===== src/rtl/bus_slave_regs_pkg.sv =====
// bus_slave_regs_pkg
//   Shared bus definitions for the generic register slave and for future
//   peripherals built on the same wait-state controller.
//   - `WORD_DATA_W / `WORD_ADDR_W : bus data / word-address widths
//   - `READ / `WRITE              : s_rw encodings
//   - `ENABLE_ / `DISABLE_        : levels of the active-low strobes
//   The macros are mirrored as package localparams so RTL can use typed
//   constants after "import bus_slave_regs_pkg::*".
//   Also holds the 2-bit slave FSM state encoding.

`ifndef WORD_DATA_W
`define WORD_DATA_W 32
`endif
`ifndef WORD_ADDR_W
`define WORD_ADDR_W 30
`endif
`ifndef READ
`define READ 1'b1
`endif
`ifndef WRITE
`define WRITE 1'b0
`endif
`ifndef ENABLE_
`define ENABLE_ 1'b0
`endif
`ifndef DISABLE_
`define DISABLE_ 1'b1
`endif

package bus_slave_regs_pkg;

    localparam int   WORD_DATA_W = `WORD_DATA_W;
    localparam int   WORD_ADDR_W = `WORD_ADDR_W;
    localparam logic READ        = `READ;
    localparam logic WRITE       = `WRITE;
    localparam logic ENABLE_     = `ENABLE_;
    localparam logic DISABLE_    = `DISABLE_;

    typedef enum logic [1:0] {
        BUS_SLV_IDLE = 2'd0,
        BUS_SLV_WAIT = 2'd1,
        BUS_SLV_RESP = 2'd2
    } bus_slv_state_e;

    // A request is present when both chip select and address strobe are low.
    function automatic logic bus_req(input logic cs_, input logic as_);
        return (cs_ == ENABLE_) && (as_ == ENABLE_);
    endfunction

endpackage


===== src/rtl/bus_slave_regs_if.sv =====
// bus_slave_regs_if
//   Slave-port bundle between the address decoder / master and one slave.
//   master modport drives s_cs_, s_as_, s_rw, s_addr, s_wr_data and
//   receives s_rd_data, s_rdy_; slave modport is the mirror image.

interface bus_slave_regs_if;
    import bus_slave_regs_pkg::*;

    logic                   s_cs_;
    logic                   s_as_;
    logic                   s_rw;
    logic [WORD_ADDR_W-1:0] s_addr;
    logic [WORD_DATA_W-1:0] s_wr_data;
    logic [WORD_DATA_W-1:0] s_rd_data;
    logic                   s_rdy_;

    modport master (
        output s_cs_, s_as_, s_rw, s_addr, s_wr_data,
        input  s_rd_data, s_rdy_
    );

    modport slave (
        input  s_cs_, s_as_, s_rw, s_addr, s_wr_data,
        output s_rd_data, s_rdy_
    );

endinterface


===== src/rtl/bus_slave_wait_ctrl.sv =====
// bus_slave_wait_ctrl
//   Request/wait-state/response sequencer for a simple bus slave.
//   Ports:
//     clk, reset     : clock, asynchronous active-high reset
//     i_cs_, i_as_   : chip select / address strobe (active low)
//     o_capture_en   : high in the cycle whose closing edge captures a request
//     o_resp_en      : high in the cycle whose closing edge enters RESP
//   Both strobes describe what the coming clock edge does, so the owner can
//   commit writes and register its response on exactly that edge.
//   Parameter WAIT_CYCLES (0..15): wait states between capture and response.

module bus_slave_wait_ctrl
    import bus_slave_regs_pkg::*;
#(
    parameter int WAIT_CYCLES = 1
) (
    input  logic clk,
    input  logic reset,
    input  logic i_cs_,
    input  logic i_as_,
    output logic o_capture_en,
    output logic o_resp_en
);

    localparam logic [3:0] CNT_LOAD = 4'(WAIT_CYCLES - 1);

    bus_slv_state_e r_state;
    logic [3:0]     r_cnt;
    logic           w_req;
    logic           w_wait_done;

    assign w_req        = bus_req(i_cs_, i_as_);
    assign o_capture_en = (r_state == BUS_SLV_IDLE) && w_req;
    // s_as_ is ignored while waiting; only a dropped chip select aborts.
    assign w_wait_done  = (r_state == BUS_SLV_WAIT) && (i_cs_ == ENABLE_) && (r_cnt == 4'd0);
    assign o_resp_en    = (o_capture_en && (WAIT_CYCLES == 0)) || w_wait_done;

    always_ff @(posedge clk or posedge reset) begin
        if (reset) begin
            r_state <= BUS_SLV_IDLE;
            r_cnt   <= 4'd0;
        end else begin
            case (r_state)
                BUS_SLV_IDLE: begin
                    if (w_req) begin
                        if (WAIT_CYCLES == 0) begin
                            r_state <= BUS_SLV_RESP;
                        end else begin
                            r_cnt   <= CNT_LOAD;
                            r_state <= BUS_SLV_WAIT;
                        end
                    end
                end
                BUS_SLV_WAIT: begin
                    if (i_cs_ == DISABLE_) begin
                        r_state <= BUS_SLV_IDLE;
                    end else if (r_cnt == 4'd0) begin
                        r_state <= BUS_SLV_RESP;
                    end else begin
                        r_cnt <= r_cnt - 4'd1;
                    end
                end
                BUS_SLV_RESP: r_state <= BUS_SLV_IDLE;
                default:      r_state <= BUS_SLV_IDLE;
            endcase
        end
    end

endmodule


===== src/rtl/bus_slave_regs.sv =====
// bus_slave_regs
//   Generic bus slave: NUM_REGS x 32-bit read/write registers behind a
//   programmable wait-state generator (bus_slave_wait_ctrl).
//   Ports:
//     clk, reset : clock, asynchronous active-high reset
//     bus        : bus_slave_regs_if.slave (s_cs_, s_as_, s_rw, s_addr,
//                  s_wr_data in; s_rd_data, s_rdy_ out, both registered)
//   Parameters: NUM_REGS (power of two, 2..256), IDX_W = log2(NUM_REGS),
//               WAIT_CYCLES (0..15).
//   Optional macro BUS_SLAVE_REGS_STATUS_EN: register NUM_REGS-1 becomes a
//   read-only count of completed transactions; writes to it are accepted
//   and discarded.

module bus_slave_regs
    import bus_slave_regs_pkg::*;
#(
    parameter int NUM_REGS    = 8,
    parameter int IDX_W       = 3,
    parameter int WAIT_CYCLES = 1
) (
    input  logic             clk,
    input  logic             reset,
    bus_slave_regs_if.slave  bus
);

    logic                   w_capture_en;
    logic                   w_resp_en;
    logic                   w_wr_commit;

    logic [IDX_W-1:0]       r_idx;
    logic                   r_rw;
    logic [WORD_DATA_W-1:0] r_wr_data;

    logic [IDX_W-1:0]       w_idx;
    logic                   w_rw;
    logic [WORD_DATA_W-1:0] w_wr_data;

    logic [WORD_DATA_W-1:0] r_regs [NUM_REGS];
    logic [WORD_DATA_W-1:0] r_rd_data;
    logic                   r_rdy_;

    logic                   w_unused_addr;

    bus_slave_wait_ctrl #(
        .WAIT_CYCLES (WAIT_CYCLES)
    ) u_wait_ctrl (
        .clk          (clk),
        .reset        (reset),
        .i_cs_        (bus.s_cs_),
        .i_as_        (bus.s_as_),
        .o_capture_en (w_capture_en),
        .o_resp_en    (w_resp_en)
    );

    // Upper address bits belong to the decoder, not to this slave.
    assign w_unused_addr = ^bus.s_addr[WORD_ADDR_W-1:IDX_W];

    // With zero wait states the capture and response edges coincide, so the
    // live bus values must be used instead of the (not yet loaded) capture.
    assign w_idx     = w_capture_en ? bus.s_addr[IDX_W-1:0] : r_idx;
    assign w_rw      = w_capture_en ? bus.s_rw              : r_rw;
    assign w_wr_data = w_capture_en ? bus.s_wr_data         : r_wr_data;

`ifdef BUS_SLAVE_REGS_STATUS_EN
    localparam logic [IDX_W-1:0] STATUS_IDX = IDX_W'(NUM_REGS - 1);
    assign w_wr_commit = w_resp_en && (w_rw == WRITE) && (w_idx != STATUS_IDX);
`else
    assign w_wr_commit = w_resp_en && (w_rw == WRITE);
`endif

    // Request capture.
    always_ff @(posedge clk or posedge reset) begin
        if (reset) begin
            r_idx     <= '0;
            r_rw      <= 1'b0;
            r_wr_data <= '0;
        end else if (w_capture_en) begin
            r_idx     <= bus.s_addr[IDX_W-1:0];
            r_rw      <= bus.s_rw;
            r_wr_data <= bus.s_wr_data;
        end
    end

    // Register bank; writes land on the edge that enters RESP.
    always_ff @(posedge clk or posedge reset) begin
        if (reset) begin
            for (int i = 0; i < NUM_REGS; i++) begin
                r_regs[i] <= '0;
            end
        end else begin
            if (w_wr_commit) begin
                r_regs[w_idx] <= w_wr_data;
            end
`ifdef BUS_SLAVE_REGS_STATUS_EN
            // Counter bumps on the same edge the read data is sampled, so a
            // read of it reports prior transactions only.
            if (w_resp_en) begin
                r_regs[NUM_REGS-1] <= r_regs[NUM_REGS-1] + WORD_DATA_W'(1);
            end
`endif
        end
    end

    // Registered response: one cycle of rdy_ low, data zero otherwise so the
    // response mux can OR slaves together.
    always_ff @(posedge clk or posedge reset) begin
        if (reset) begin
            r_rdy_    <= DISABLE_;
            r_rd_data <= '0;
        end else if (w_resp_en) begin
            r_rdy_    <= ENABLE_;
            r_rd_data <= (w_rw == READ) ? r_regs[w_idx] : '0;
        end else begin
            r_rdy_    <= DISABLE_;
            r_rd_data <= '0;
        end
    end

    assign bus.s_rdy_    = r_rdy_;
    assign bus.s_rd_data = r_rd_data;

endmodule


===== src/flat_wrapper.sv =====
// flat-port wrapper written by rule: the top's interface ports become plain ports
module bus_slave_regs_flat import bus_slave_regs_pkg::*;
#(
    parameter int NUM_REGS    = 8,
    parameter int IDX_W       = 3,
    parameter int WAIT_CYCLES = 1
)
  (clk, reset, bus_s_cs_, bus_s_as_, bus_s_rw, bus_s_addr, bus_s_wr_data, bus_s_rd_data, bus_s_rdy_);
  bus_slave_regs_if bus_i ();
  input  logic clk;
  input  logic reset;
  input wire logic [$bits(bus_i.s_cs_)-1:0] bus_s_cs_;
  input wire logic [$bits(bus_i.s_as_)-1:0] bus_s_as_;
  input wire logic [$bits(bus_i.s_rw)-1:0] bus_s_rw;
  input wire logic [$bits(bus_i.s_addr)-1:0] bus_s_addr;
  input wire logic [$bits(bus_i.s_wr_data)-1:0] bus_s_wr_data;
  output wire logic [$bits(bus_i.s_rd_data)-1:0] bus_s_rd_data;
  output wire logic [$bits(bus_i.s_rdy_)-1:0] bus_s_rdy_;
  assign bus_i.s_cs_ = bus_s_cs_;
  assign bus_i.s_as_ = bus_s_as_;
  assign bus_i.s_rw = bus_s_rw;
  assign bus_i.s_addr = bus_s_addr;
  assign bus_i.s_wr_data = bus_s_wr_data;
  assign bus_s_rd_data = bus_i.s_rd_data;
  assign bus_s_rdy_ = bus_i.s_rdy_;
  bus_slave_regs #(.NUM_REGS(NUM_REGS), .IDX_W(IDX_W), .WAIT_CYCLES(WAIT_CYCLES)) u_core (.clk(clk), .reset(reset), .bus(bus_i));
endmodule

===== config.mk =====
export PLATFORM = sky130hd
export DESIGN_NAME = bus_slave_regs_flat
export DESIGN_NICKNAME = d
export VERILOG_FILES = /design/src/rtl/bus_slave_regs_pkg.sv /design/src/rtl/bus_slave_regs_if.sv /design/src/rtl/bus_slave_wait_ctrl.sv /design/src/rtl/bus_slave_regs.sv /design/src/flat_wrapper.sv
export SDC_FILE = /design/constraint.sdc
export NUM_CORES = 1
export LEC_CHECK = 0
export CORE_ASPECT_RATIO = 1.2
export CORE_MARGIN = 4
export CORE_UTILIZATION = 53
export DETAILED_ROUTE_END_ITERATION = 7
export GPL_TIMING_DRIVEN = 0
export PLACE_DENSITY = 0.84
export SKIP_LAST_GASP = 1
export SYNTH_ARGS = -nofsm -noshare
export SYNTH_HDL_FRONTEND = slang
export SYNTH_SLANG_ARGS = --single-unit

===== constraint.sdc =====
create_clock -name clk -period 9.9 [get_ports clk]
set_clock_uncertainty 0.1 [all_clocks]
set_input_delay 1.485 -clock clk [delete_from_list [all_inputs] [get_ports clk]]
set_output_delay 1.485 -clock clk [all_outputs]
set_load 0.02 [all_outputs]

==> Implementation_results.wiki, run 1 <==
{| class="wikitable"
! Metric !! Value
|-
| Initial detailed-routing violation count || approximately 1.2k
|-
| Post-route minimum period || approximately 4.3 ns
|-
| Post-synthesis async set-or-reset flop share || 1.00
|-
| Synth top area share || 0.558
|-
| Hold Path Stages || 2
|-
| Number of optimization iterations in the first detailed-route pass || 6
|-
| Kind of start point of the critical path || primary input
|-
| Mux contribution to synthesized area || 0.107
|-
| Data required time at the worst endpoint || ~10 ns
|-
| Placement row count || 66
|-
| Path type of the worst setup path || in -> reg
|-
| Worst hold-check path type || reg -> reg
|-
| Hold buffer count at CTS || 0
|-
| Residual DRC count || 0
|-
| Number of nets in the layout || 1,657
|-
| PwrDens || 286 nW/µm²
|-
| Sequential-to-total area share from yosys stat || 0.559
|-
| Count of H-tree levels built during CTS || 1
|-
| Clock tree sinks || ~330
|-
| Basic-gate share of the synthesized area counting and, or, nand and nor cells || 0.145
|-
| Met1 track demand over resource || 0.334
|-
| Complex-gate fraction of the synthesized area || 0.141
|-
| Tightest Pin Transition || 1.16 ns
|-
| Worst-case vdd ir drop || 0.000167 V
|-
| Routability congestion estimate || 0.930
|-
| HPWL after DPL || 28.9 mm
|-
| Buffers inserted by post-CTS timing repair || 0
|-
| Post-layout instance count excluding filler cells || about 2.0k
|-
| Share of final-layout standard cells stronger than drive strength 1 || 0.112
|-
| RSZ-0062 raised after global routing || no
|-
| Initial antenna violation count || 0
|-
| Area leader, netlist || sky130_fd_sc_hd__dfrtp_1
|-
| IO Port Bufs || 71
|-
| Relative slew slack || 0.227
|-
| Overflow left after global routing || 0
|-
| Largest family of logic cells by synthesized area || simple AND/OR/NAND/NOR gates
|-
| CTS clk-pin slew, worst paths || 0.07 ns
|-
| Final wirelength || 42.1 mm
|-
| Die height || 191 µm
|-
| Area Overhead vs Synth || 16.1%
|-
| Synthesis-stage register bit count || between 300 and 400
|-
| Met2 track demand over resource || 0.450
|-
| Outcome || completed
|-
| Dominant cells by area after synthesis || sky130_fd_sc_hd__dfrtp_1 (56%), sky130_fd_sc_hd__nand2_1 (9.5%), sky130_fd_sc_hd__mux2i_1 (5.4%)
|-
| Drt wl/cell || 21.2 µm
|-
| Slew Limit Fails || 0
|-
| Largest net degree at the start of global routing || between 40 and 50
|-
| Clock root buffer master || sky130_fd_sc_hd__clkbuf_16
|-
| Count of flip-flops with a built-in enable after synthesis || 0
|-
| Total CTS buffers || 31
|-
| Critical Path, Cell by Cell || clkdlybuf4s50_1, nor4_4, buf_2, nor3b_1, o2111ai_1, clkbuf_1, o21ai_0
|-
| Syn Inst Count || approximately 1.5k
|-
| Routed vias/inst || 6.04
|-
| Number of instances resized during post-cts repair || 0
|-
| Mean area per synthesized cell || 10.0 µm²
|-
| I/O pins || 100
|-
| CP endpoint kind || flip-flop
|-
| Via count of the first global-routing pass || 12.2k
|-
| Number of gates on the worst path with buffers counted || 7
|-
| Cell class contributing the biggest share of worst-path delay || buffers and inverters
|-
| Placeable core region || 27,300 µm²
|-
| Maximum fanout encountered on the critical timing path || 10
|-
| Final cycle utilization of the critical path || 0.432
|-
| XOR/XNOR Fraction of Synth Area || 0.00118
|-
| Total number of vias || 12.0k
|-
| Yosys warns || 0
|-
| Top cell types by occurrence after synthesis || sky130_fd_sc_hd__nand2_1 (375), sky130_fd_sc_hd__dfrtp_1 (330), sky130_fd_sc_hd__o21ai_0 (132)
|-
| CTS tree || done
|-
| Global Route Usage Sum || 0.275
|-
| Width of the die || about 160 µm
|-
| Number of unique standard cell types used by synthesis || 45
|-
| Delay of the slowest critical-path stage || 0.94 ns
|-
| Total negative setup slack || 0 ns
|-
| Initial core utilization || 0.542
|-
| Maximum achievable frequency || ~230 MHz
|-
| Slowest stage cell, crit path || sky130_fd_sc_hd__o2111ai_1
|-
| Synthesized cell area || 14,800 µm²
|-
| Die area || 30,700 µm²
|-
| Met3 track demand over resource || 0.0533
|-
| Antenna diode count || 0
|-
| # Max-Cap Violations || 0
|-
| Buf/Inv on CP || 3
|-
| Clock latency of the later-clocked register in the worst-skew pair || 0.58 ns
|-
| Cell depth of the worst flop-to-flop path || 6
|-
| Total count of hold-check failures in the final report || 0
|-
| Top Usage Layer GRT || met2
|-
| Buffer levels on the longest clock path || 3
|-
| Post-placement cell count || 1,930
|-
| Post-synth top flop || sky130_fd_sc_hd__dfrtp_1
|-
| Total nets after synthesis || 1,545
|-
| Most common cell in the netlist || sky130_fd_sc_hd__nand2_1
|-
| Global-route wire length before repair || 66.5 mm
|-
| Number of nets with antenna violations after detailed routing || 0
|-
| Adder-cell area share of the yosys netlist || 0.000845
|-
| Cell leakage power || slightly below 0.008 µW
|-
| Final setup violation count || 0
|-
| Arrival time worst endpoint || roughly 4.6 ns
|}
==> cells by family after synthesis <==
family | Yosys count
buf+inv | 155
compound gates | 352
flops | 331
mux | 129
xor+xnor | 2
fa+ha+maj | 1
simple gates | 507
==> worst paths after layout <==
path                                                    start                    to  slack [ns]
worst min-delay path                        u_core.r_regs[40]     u_core.r_regs[40]        0.38
min in group asynchronous                               reset     u_core.r_regs[66]        1.20
worst min register to register              u_core.r_regs[40]     u_core.r_regs[40]        0.38
max in group asynchronous                               reset  u_core.r_wr_data[13]        7.39
worst max register to register  u_core.u_wait_ctrl.r_state[1]     u_core.r_regs[92]        6.57
worst max-delay path                                bus_s_cs_     u_core.r_regs[92]        5.63
==> worst min-delay path, stage by stage, from the launching register on <==
cell                      delay [ns]
sky130_fd_sc_hd__dfrtp_1        0.34
sky130_fd_sc_hd__nand2_1        0.04
sky130_fd_sc_hd__o21ai_0        0.06
==> report_power, final <==
part           internal (µW)  total (µW)  switching, µW
combinational            560        1570           1010
clock                    684        1200            520
sequential              1840        2140            292
==> placed cells by master, fill, tap and decap left out, drive strengths merged, types with 11 or more instances in the layout <==
| master | synthesis | final |
|---|---|---|
| a31oi | 21 | 21 |
| nor2 | 68 | 68 |
| a311o | 11 | 11 |
| clkbuf | 53 | 101 |
| a21oi | 75 | 75 |
| inv | 52 | 52 |
| clkdlybuf4s50 | 0 | 71 |
| nand2 | 375 | 375 |
| dfrtp | 330 | 330 |
| buf | 50 | 58 |
| and3 | 21 | 21 |
| mux2 | 27 | 27 |
| nand3 | 25 | 25 |
| a32oi | 21 | 21 |
| o21ai | 197 | 197 |
| a221oi | 11 | 11 |
| o211ai | 13 | 13 |
| mux2i | 102 | 102 |
==> stage by stage <==
stage               hold WS (ns)   util  total power [µW]  worst slack, ns  instance area, µm²
floorplan                  0.349      -              3160             3.90               14800
global placement           0.361  0.585              3570             1.88               16000
detailed placement         0.370  0.591              3680             5.13               16200
CTS                        0.384  0.629              4880             5.73               17200
global route               0.404  0.629              5180             5.56               17200
finish                     0.380  0.629              4910             5.63               17200
==> flip-flops by register name, summed over array words and instances (netlist names) <==
name / flops
u_core.bus.s_rd_data: 32
u_core.bus.s_rdy_: 1
u_core.r_idx: 3
u_core.r_regs: 256
u_core.r_rw: 1
u_core.r_wr_data: 32
u_core.u_wait_ctrl.r_cnt: 4
u_core.u_wait_ctrl.r_state: 2
==> area by class of cell <==
cell class	instances	area, µm²
Sequential cell	331	8280
Clock inverter	10	85.1
Timing Repair Buffer	79	871
Multi-Input combinational cell	991	5850
Inverter	52	199
Tap cell	374	468
Buffer	103	482
Fill cell	2123	10100
Clock buffer	48	950
==> metal layers <==
metal	vias to the layer above	part of all wire
li1	5266	-
met1	5858	0.36
met2	687	0.48
met3	196	0.097
met4	0	0.072
met5	-	0
Power figures use the tool's default switching activity.
==> run 2: changes to the inputs <==
- clock period: 9.9 -> 3.9 ns (I/O delays scaled with it)
==> results of run 2 <==
The final DEF is identical to that of run 1. Status: completed.
Main changes from that run: setup slack after placement 5.13 ns -> 0.0256 ns; setup slack after layout 5.63 ns -> 0.528 ns; hold slack 0.380 ns -> 0.299 ns; register-to-register setup slack 6.57 ns -> 0.57 ns; total power 4910 µW -> 12500 µW; worst IR drop on VDD 0.000167 V -> 0.000425 V
==> run 3: changes to the inputs <==
- CTS_CLUSTER_SIZE: default -> 20
- HOLD_SLACK_MARGIN: default -> 0.1
==> results of run 3 <==
The final DEF is identical to that of run 1. Status: completed.
Main changes from that run: setup slack after placement 5.13 ns -> 0.0256 ns; setup slack after layout 5.63 ns -> 0.528 ns; hold slack 0.380 ns -> 0.299 ns; register-to-register setup slack 6.57 ns -> 0.57 ns; total power 4910 µW -> 12500 µW; worst IR drop on VDD 0.000167 V -> 0.000425 V
